<file path="src/rtl/audio_dac_stream.sv">
// Stereo sample FIFO feeding a WM8731 in I2S slave mode; this block drives BCLK and DACLRCK.
// Optional AUDIO_DAC_UNDERRUN_HOLD_EN: repeat the last frame on underrun instead of silence.
module audio_dac_stream #(
   parameter int BCLK_DIV   = 2,
   parameter int FIFO_DEPTH = 4
) (
   input  logic                               i_clk,
   input  logic                               i_rst_n,
   input  logic                               i_en,
   input  logic [31:0]                        i_data,
   input  logic                               i_valid,
   output logic                               o_ready,
   output logic                               o_aud_bclk,
   output logic                               o_aud_daclrck,
   output logic                               o_aud_dacdat,
   output logic                               o_underrun,
   output logic [$clog2(FIFO_DEPTH+1)-1:0]    o_fifo_level
);

   localparam int LW = $clog2(FIFO_DEPTH + 1);
   localparam int AW = $clog2(FIFO_DEPTH);
   localparam int DW = $clog2(BCLK_DIV);

   typedef enum logic [1:0] {IDLE, PRIME, RUN} state_t;

   state_t        r_state;
   logic [31:0]   r_mem [FIFO_DEPTH];
   logic [AW-1:0] r_wr_ptr;
   logic [AW-1:0] r_rd_ptr;
   logic [LW-1:0] r_level;
   logic [DW-1:0] r_div_cnt;
   logic [5:0]    r_bit_cnt;
   logic [31:0]   r_frame;
   logic          r_bclk;
   logic          r_dacdat;
   logic          r_underrun;

   logic       w_full;
   logic       w_empty;
   logic       w_push;
   logic       w_pop;
   logic       w_tick;
   logic       w_fall;
   logic       w_frame_start;
   logic       w_flush;
   logic [5:0] w_bit_nxt;
   logic       w_bit_val;

   assign w_full        = (r_level == LW'(FIFO_DEPTH));
   assign w_empty       = (r_level == '0);
   assign o_ready       = (r_state != IDLE) && !w_full;
   assign w_push        = i_valid && o_ready;
   assign w_flush       = (r_state == IDLE) || !i_en;
   assign w_tick        = (r_div_cnt == DW'(BCLK_DIV - 1));
   assign w_fall        = (r_state == RUN) && w_tick && r_bclk;
   assign w_bit_nxt     = r_bit_cnt + 6'd1;
   assign w_frame_start = w_fall && (w_bit_nxt == 6'd0);
   // A push landing on an empty FIFO at frame start is not forwarded; it waits a frame.
   assign w_pop         = w_frame_start && !w_empty;

   // I2S slot map: MSB one BCLK after the LRCK edge, 16 data bits, zero padding.
   always_comb begin
      w_bit_val = 1'b0;
      if (w_bit_nxt >= 6'd1 && w_bit_nxt <= 6'd16)
         w_bit_val = r_frame[5'(6'd32 - w_bit_nxt)];
      else if (w_bit_nxt >= 6'd33 && w_bit_nxt <= 6'd48)
         w_bit_val = r_frame[5'(6'd48 - w_bit_nxt)];
   end

   always_ff @(posedge i_clk) begin
      if (w_push)
         r_mem[r_wr_ptr] <= i_data;
   end

   always_ff @(posedge i_clk) begin
      if (!i_rst_n) begin
         r_state    <= IDLE;
         r_wr_ptr   <= '0;
         r_rd_ptr   <= '0;
         r_level    <= '0;
         r_div_cnt  <= '0;
         r_bit_cnt  <= '0;
         r_frame    <= '0;
         r_bclk     <= 1'b0;
         r_dacdat   <= 1'b0;
         r_underrun <= 1'b0;
      end else begin
         r_underrun <= 1'b0;
         if (w_flush) begin
            // Stop aborts mid-frame: clocks and data drop on this edge.
            r_state   <= (r_state == IDLE && i_en) ? PRIME : IDLE;
            r_wr_ptr  <= '0;
            r_rd_ptr  <= '0;
            r_level   <= '0;
            r_div_cnt <= '0;
            r_bit_cnt <= '0;
            r_frame   <= '0;
            r_bclk    <= 1'b0;
            r_dacdat  <= 1'b0;
         end else begin
            if (w_push)
               r_wr_ptr <= r_wr_ptr + AW'(1);
            if (w_pop)
               r_rd_ptr <= r_rd_ptr + AW'(1);
            if (w_push && !w_pop)
               r_level <= r_level + LW'(1);
            else if (!w_push && w_pop)
               r_level <= r_level - LW'(1);

            if (r_state == PRIME) begin
               if (r_level >= LW'(FIFO_DEPTH / 2)) begin
                  r_state   <= RUN;
                  r_bclk    <= 1'b1;
                  r_bit_cnt <= 6'd63;
                  r_div_cnt <= '0;
                  r_frame   <= '0;
               end
            end else begin
               if (w_tick) begin
                  r_div_cnt <= '0;
                  r_bclk    <= !r_bclk;
               end else begin
                  r_div_cnt <= r_div_cnt + DW'(1);
               end
               if (w_fall) begin
                  r_bit_cnt <= w_bit_nxt;
                  r_dacdat  <= w_bit_val;
               end
               if (w_frame_start) begin
                  if (!w_empty) begin
                     r_frame <= r_mem[r_rd_ptr];
                  end else begin
                     r_underrun <= 1'b1;
`ifdef AUDIO_DAC_UNDERRUN_HOLD_EN
                     r_frame <= r_frame;
`else
                     r_frame <= '0;
`endif
                  end
               end
            end
         end
      end
   end

   assign o_aud_bclk    = r_bclk;
   assign o_aud_daclrck = r_bit_cnt[5];
   assign o_aud_dacdat  = r_dacdat;
   assign o_underrun    = r_underrun;
   assign o_fifo_level  = r_level;

endmodule

</file>
<file path="config.mk">
export PLATFORM = sky130hd
export DESIGN_NAME = audio_dac_stream
export DESIGN_NICKNAME = d
export VERILOG_FILES = /design/src/rtl/audio_dac_stream.sv
export SDC_FILE = /design/constraint.sdc
export NUM_CORES = 1
export LEC_CHECK = 0
export BUFFER_PORTS_ARGS = -buffer_cell sky130_fd_sc_hd__buf_2
export CORE_ASPECT_RATIO = 2
export CORE_UTILIZATION = 25
export DETAILED_ROUTE_END_ITERATION = 8
export SKIP_CTS_REPAIR_TIMING = 1
export SLEW_MARGIN = 0
export SYNTH_ARGS = -nofsm -noshare
export SYNTH_HDL_FRONTEND = slang
export SYNTH_SLANG_ARGS = --single-unit
</file>
<file path="constraint.sdc">
create_clock -name i_clk -period 4.25 [get_ports i_clk]
set_input_delay 0.6375 -clock i_clk [delete_from_list [all_inputs] [get_ports i_clk]]
set_output_delay 0.6375 -clock i_clk [all_outputs]
set_load 0.05 [all_outputs]
</file>
==> results of run 1 <==
## cells in the final DEF, fill, tap and decap left out, types with 5 or more instances in the layout
cell type	n
xnor2_1	6
dfxtp_1	52
mux2i_1	7
a22oi_1	22
inv_1	6
and3_1	7
ha_1	8
nor3_1	5
nand3_1	15
buf_2	43
buf_4	8
nor2_1	43
a21oi_1	19
clkbuf_16	17
mux4_2	39
xor2_1	8
o21ai_0	5
edfxtp_1	128
nand2_1	29
## flip-flops by register name, indices dropped and copies added (netlist names), named ones only
signal,count
o_aud_bclk,1
r_wr_ptr,2
r_state,2
r_mem,128
o_fifo_level,3
r_bit_cnt,6
r_div_cnt,1
o_aud_dacdat,1
o_underrun,1
r_frame,32
r_rd_ptr,2
## area by class of cell
class	instances	share of cell area (%)
Sequential cell	181	58.6
Multi-Input combinational cell	243	26.0
Clock buffer	23	5.71
Tap cell	360	5.38
Timing Repair Buffer	51	3.29
Clock inverter	9	0.658
Inverter	7	0.344
## worst max path at each step
stage / start / end / slack, ns / depth (start not counted)
final: r_bit_cnt[0] / o_fifo_level[2] / 1.25 / 12
after detailed placement: r_bit_cnt[0] / o_fifo_level[2] / 1.23 / 12
after global placement: r_bit_cnt[0] / o_fifo_level[2] / 1.29 / 12
after floorplan: o_fifo_level[0] / o_fifo_level[2] / 0.86 / 10
after global routing: r_bit_cnt[0] / o_fifo_level[2] / 0.95 / 12
after CTS: r_bit_cnt[0] / o_fifo_level[2] / 1.21 / 12
## power by group
part / total [W] / internal, W / switching (W) / leakage, nW
Clock: 0.00141 / 0.000789 / 0.000625 / 0.258
Sequential: 0.00190 / 0.00190 / 0.00000312 / 1.58
Combinational: 0.0000648 / 0.0000248 / 0.0000400 / 0.805
## worst max-delay path, stage by stage, from the launching register on
cell and delay, ns:
dfxtp_1 0.57, ha_1 0.53, nand3_1 0.15, xor2_1 0.20, nand2_2 0.12, nor4_4 0.06
inv_1 0.08, ha_1 0.17, inv_1 0.06, fa_1 0.37, xor2_1 0.17, or3_1 0.30
a21oi_1 0.14
## through the flow
step	instance area, um2	cells	hold WS, ns	total power [W]
after detailed placement	7840	842	0.447	0.00201
after global placement	7840	842	0.444	0.00200
after CTS	8370	874	0.400	0.00342
after floorplan	7280	459	0.429	0.00197
final	8370	874	0.419	0.00338
after global routing	8370	874	0.409	0.00348
## logic make-up after synthesis
group                    share of synthesized area, %
XOR/XNOR                                         1.91
AO/OA/AOI/OAI                                    5.14
multiplexers                                     13.5
flip-flops                                       67.4
AND/OR/NAND/NOR                                  7.70
buffers and inverters                            2.72
adder cells (fa/ha/maj)                          1.65
## per-layer routing
metal / GRT usage (%) / up-vias
li1: - / 1832
met1: 10.1 / 1979
met2: 19.3 / 49
met3: 2.50 / 23
met4: 5.67 / 2
met5: 0 / -
==> summary.txt, run 1 <==
Pwr
  • Peak supply drop: 0.228 mV
  • Leakage dissipation: approximately 2.6 nW
  • Cell Pwr Density: 404 nW/um2

Routing
  • Top Layer Used: met5
  • Met3 wire len: 354 um
  • DRC viols: 0
  • Final WL: 14.3 mm
  • DR vias: 3885
  • Drt first pass iters: 4
  • Routed length per instance: 16.4 um
  • Iter 0 DRT Violations: approximately 120
  • Drt via density: 4.45
  • DRT antenna net count: 0
  • WL met1: ~5.2 mm
  • WL met2: 8.30 mm

Global route
  • Vias in the first global route: 4079
  • Initial antenna violation count: 1
  • First-pass GRT wire length: 22.5 mm
  • Largest net degree at the start of global routing: 50
  • Congestion Overflow GR: 0
  • Total track usage: between 10% and 20%

Synthesis
  • Most frequent cell after synthesis: edfxtp_1
  • Main synth FF type: edfxtp_1
  • Avg Synthesized Cell Area: 15.9 um2
  • Synth top cells by count: edfxtp_1, dfxtp_1, nor2_1
  • Top cell type's share of synthesized area: 52.8%
  • Gate Count Post-Synth: 459
  • Post-synth EDFFs: 128
  • Post-synthesis net count: ~500
  • Synthesized flop and latch total: approximately 180
  • Ys Warns: 0
  • Library cells used by synthesis: 47
  • Seq/Total Area, Yosys: between 60% and 70%
  • Synth async-reset ratio: 0%
  • Mapped cell area: 7280 um2
  • Yosys top cell by area: edfxtp_1
  • Top post-synthesis cells by area: edfxtp_1, dfxtp_1, mux4_2

Timing
  • F_max: 333 MHz
  • Fin crit period: 3.00 ns
  • Setup ws final: 1.25 ns
  • Worst-Margin Slew: 0.959 ns
  • Fin crit share: 70.6%
  • Max-slew violation count: 0
  • Worst slew margin: approximately 36%
  • Setup_tns: 0 ns
  • Final setup vio count: 0
  • Clock skew: 0.00647 ns
  • Final hold vios: 0
  • RSZ-0062 raised after global routing: no

Cells and area
  • Ant. Diodes: 0
  • Nets: 546
  • Share of cells above drive strength 1: 25.3%
  • Multi-input gate area: 2180 um2
  • Seq. cell area: 4910 um2
  • Filler cell count in the final layout: 2814
  • Layout Utilization: 29.1%
  • Area delta synth->final: 15.0%

Floorplanning
  • Num ports: 44
  • Rows: 88
  • DIE WIDTH: 123 um
  • Area of the core: 28700 um2
  • Die area: around 30000 um2
  • Die H: 243 um
  • Initial Util: 25.3%

Clock network
  • TritonCTS buffer count: 17
  • Num Clock Sinks: ~180
  • Clock Pin Slew Worst Setup and Hold Paths: 0.06 ns
  • Max Buffers Root-to-Sink: 2
  • H-tree levels: 4
  • Root buffer cell: clkbuf_16
  • Worst-Skew Late Latency: 0.43 ns
  • CTS tree: built

Hold path
  • Hold Crit Start: i_data[24]
  • Worst Hold Depth: 1
  • Hold/Removal Path Class: input port to register
  • Worst hold endpoint: r_mem[1][24]

Place
  • Final HPWL DP: just under 10 mm
  • Pre-CTS WS: 1.23 ns
  • IO buf count: 43
  • Routability cong.: 0.812

Critical path
  • R2R depth: 12
  • Worst Path Max Fanout: 10
  • RR Endpoint: o_fifo_level[2]
  • Critical path class: register to register
  • WP data arrival: 3.35 ns
  • Reg-to-Reg Start: r_bit_cnt[0]
  • CP required: 4.60 ns
  • Setup slack, reg-to-reg: 1.25 ns
  • Setup crit start kind: register
  • Setup crit end kind: register

Job
  • Max-cap violations: 0

Outcome
  • Status: finished, final reports clean
Power figures use the tool's default switching activity.
==> run 2: changes to the inputs <==
--- a/config.mk
+++ b/config.mk
@@ -5,6 +5,7 @@
 export SDC_FILE = /design/constraint.sdc
 export NUM_CORES = 1
 export LEC_CHECK = 0
+export ABC_AREA = 1
 export BUFFER_PORTS_ARGS = -buffer_cell sky130_fd_sc_hd__buf_2
 export CORE_ASPECT_RATIO = 2
 export CORE_UTILIZATION = 25
==> constraint.sdc (replaced) <==
create_clock -name i_clk -period 2.6 [get_ports i_clk]
set_input_delay 0.39 -clock i_clk [delete_from_list [all_inputs] [get_ports i_clk]]
set_output_delay 0.39 -clock i_clk [all_outputs]
set_load 0.05 [all_outputs]
==> summary.txt, run 2 <==
Outcome
  • Status: complete, but fails checks (was finished, final reports clean)
  • Violated checks: DRC

Pwr
  • Cell Pwr Density: 658 nW/um2 (was 404 nW/um2)
  • Leakage dissipation: 3.15 nW (was 2.65 nW)
  • Peak supply drop: 0.368 mV (was 0.228 mV)

Timing
  • Final setup vio count: 0 (unchanged)
  • Worst-Margin Slew: 0.732 ns (was 0.959 ns)
  • Setup_tns: 0 ns (unchanged)
  • Fin crit period: 2.37 ns (was 3.00 ns)
  • Worst slew margin: 51.1% (was 36.1%)
  • Max-slew violation count: 0 (unchanged)
  • Final hold vios: 0 (unchanged)
  • RSZ-0062 raised after global routing: no (unchanged)
  • F_max: 422 MHz (was 333 MHz)
  • Fin crit share: 91.1% (was 70.6%)
  • Clock skew: 0.0110 ns (was 0.00647 ns)

Place
  • IO buf count: 43 (unchanged)
  • Routability cong.: 0.778 (was 0.812)
  • Final HPWL DP: 11.1 mm (was 9.70 mm)

Synthesis
  • Top post-synthesis cells by area: edfxtp_1, dfxtp_1, nand2_1 (was edfxtp_1, dfxtp_1, mux4_2)
  • Mapped cell area: 7600 um2 (was 7280 um2)
  • Main synth FF type: edfxtp_1 (unchanged)
  • Seq/Total Area, Yosys: 64.5% (was 67.4%)
  • Synthesized flop and latch total: 181 (unchanged)
  • Library cells used by synthesis: 39 (was 47)
  • Post-synthesis net count: 773 (was 504)
  • Gate Count Post-Synth: 728 (was 459)
  • Ys Warns: 0 (unchanged)
  • Most frequent cell after synthesis: nand2_1 (was edfxtp_1)
  • Yosys top cell by area: edfxtp_1 (unchanged)
  • Avg Synthesized Cell Area: 10.4 um2 (was 15.9 um2)
  • Synth top cells by count: nand2_1, edfxtp_1, nor2_1 (was edfxtp_1, dfxtp_1, nor2_1)
  • Post-synth EDFFs: 128 (unchanged)
  • Synth async-reset ratio: 0% (unchanged)
  • Top cell type's share of synthesized area: 50.5% (was 52.8%)

Floorplanning
  • Initial Util: 25.3% (about the same)
  • Num ports: 44 (unchanged)
  • DIE WIDTH: 125 um (was 123 um)
  • Die H: 249 um (was 243 um)
  • Area of the core: 30100 um2 (was 28700 um2)
  • Rows: 90 (was 88)
  • Die area: 31200 um2 (was 29900 um2)

Cells and area
  • Share of cells above drive strength 1: 16.8% (was 25.3%)
  • Ant. Diodes: 0 (unchanged)
  • Filler cell count in the final layout: 2987 (was 2814)
  • Area delta synth->final: 16.8% (was 15.0%)
  • Most common cell after layout, fill and taps aside: nand2_1 (was edfxtp_1)
  • Max FFs per register: 128 (unchanged)
  • Layout Utilization: 29.5% (was 29.1%)
  • Largest registers: r_mem: 128 flops, r_frame: 32 flops, r_bit_cnt: 6 flops (unchanged)
  • Nets: 814 (was 546)
  • Most frequent cells in the layout: nand2_1, edfxtp_1, nor2_1 (was edfxtp_1, dfxtp_1, nor2_1, buf_2, mux4_2)
  • Top reg by flops: r_mem (unchanged)

Clock network
  • Num Clock Sinks: 181 (unchanged)
  • Worst-Skew Late Latency: 0.43 ns (about the same)
  • CTS tree: built (unchanged)
  • Clock Pin Slew Worst Setup and Hold Paths: 0.07 ns (was 0.06 ns)
  • H-tree levels: 4 (unchanged)
  • Max Buffers Root-to-Sink: 2 (unchanged)
  • Root buffer cell: clkbuf_16 (unchanged)
  • TritonCTS buffer count: 17 (unchanged)

Routing
  • Iter 0 DRT Violations: 304 (was 119)
  • Drt first pass iters: 6 (was 4)
  • Final WL: 16.8 mm (was 14.3 mm)
  • DRT antenna net count: 0 (unchanged)
  • Drt via density: 4.64 (was 4.45)
  • DRC viols: 1 (was 0)
  • Routed length per instance: 14.6 um (was 16.4 um)
  • DR vias: 5331 (was 3885)

Critical path
  • Critical path class: register to register (unchanged)
  • Setup crit start kind: register (unchanged)
  • Reg-to-Reg Start: r_bit_cnt[1] (was r_bit_cnt[0])
  • CP required: 2.97 ns (was 4.60 ns)
  • Worst Path Max Fanout: 5 (was 10)
  • Setup crit end kind: register (unchanged)
  • Crit path cell chain: ha_2, nand2_2, clkinv_2, nand3_1, nand2_1, inv_2, nand3_2, nor2_4, nand2_2, ha_1, inv_1, fa_1, o21ai_0, a21o_1, o21ai_0, a21oi_1 (was ha_1, nand3_1, xor2_1, nand2_2, nor4_4, inv_1, ha_1, inv_1, fa_1, xor2_1, or3_1, a21oi_1)
  • CP top delay family: adder cells (unchanged)
  • Crit path from: r_bit_cnt[1] (was r_bit_cnt[0])
  • Worst Path Buf+Inv: 3 (was 2)
  • WP data arrival: 2.74 ns (was 3.35 ns)
  • Max incr delay on CP: 0.37 ns (was 0.57 ns)
  • CP max stage cell: fa_1 (was dfxtp_1)

Job
  • Max-cap violations: 0 (unchanged)

Global route
  • Vias in the first global route: 5308 (was 4079)
  • Total track usage: 11.4% (was 10.3%)
  • Congestion Overflow GR: 0 (unchanged)
  • Largest net degree at the start of global routing: 65 (was 50)
  • First-pass GRT wire length: 27.3 mm (was 22.5 mm)
  • Initial antenna violation count: 0 (was 1)

Hold path
  • Hold Crit Start: i_data[26] (was i_data[24])
  • Hold/Removal Path Class: input port to register (unchanged)
## run 2: cell types whose count changed after synthesis, moves of 17 or more
cell	previous run	this run
nand3_1	15	32
o21ai_0	5	85
inv_1	6	33
mux4_2	39	0
nand2_1	29	144
a22oi_1	22	1
o22ai_1	1	32
nor2_1	43	98
## run 2: stage by stage
stage | cell area [um2] | setup WS, ns | hold slack [ns] | power (W) | cells
6_report | 8880 | 0.233 | 0.170 | 0.00584 | 1150
5_1_grt | 8880 | 0.0268 | 0.157 | 0.00604 | 1150
4_1_cts | 8880 | 0.160 | 0.144 | 0.00591 | 1150
3_5_place_dp | 8260 | 0.161 | 0.455 | 0.00329 | 1118
3_3_place_gp | 8260 | 0.221 | 0.451 | 0.00328 | 1118
2_1_floorplan | 7650 | 0.117 | 0.439 | 0.00322 | 728
## run 2: final timing paths
path | to | slack, ns | depth (start not counted)
max | o_fifo_level[2] | 0.23 | 16
min | r_mem[3][26] | 0.17 | 1
max reg2reg | o_fifo_level[2] | 0.23 | 16
min reg2reg | r_frame[27] | 0.47 | 2
## run 2: cells by family (layout without fill, tap and decap cells)
family / Yosys count / in the layout / synth area share [%]
flops: 181 / 181 / 64.5
simple gates: 290 / 290 / 15.9
compound gates: 171 / 171 / 12.8
fa+ha+maj: 9 / 9 / 1.58
buf+inv: 77 / 131 / 5.17
## run 2: area by class of cell
class | count | area (um2) | share of cell area (%)
timing repair buffer | 59 | 373 | 4.20
sequential | 181 | 4910 | 55.3
tap | 368 | 460 | 5.18
multi-input combinational | 470 | 2360 | 26.6
clock buffer | 23 | 533 | 6.00
clock inverter | 9 | 83.8 | 0.944
inverter | 40 | 159 | 1.79
## run 2: metal layers
layer / vias up / share of wire [%] / global-route usage, %
li1: 2604 / - / -
met1: 2603 / 37 / 11.0
met2: 95 / 58 / 22.0
met3: 29 / 2.4 / 2.41
met4: 0 / 3.0 / 6.13
met5: - / 0 / 0
## run 2: report_power, final
| part | internal [W] | total, W | switching, W |
|---|---|---|---|
| combinational | 0.0000363 | 0.000114 | 0.0000781 |
| sequential | 0.00310 | 0.00311 | 0.00000548 |
| clock | 0.00155 | 0.00262 | 0.00107 |
| total | 0.00469 | 0.00584 | 0.00115 |
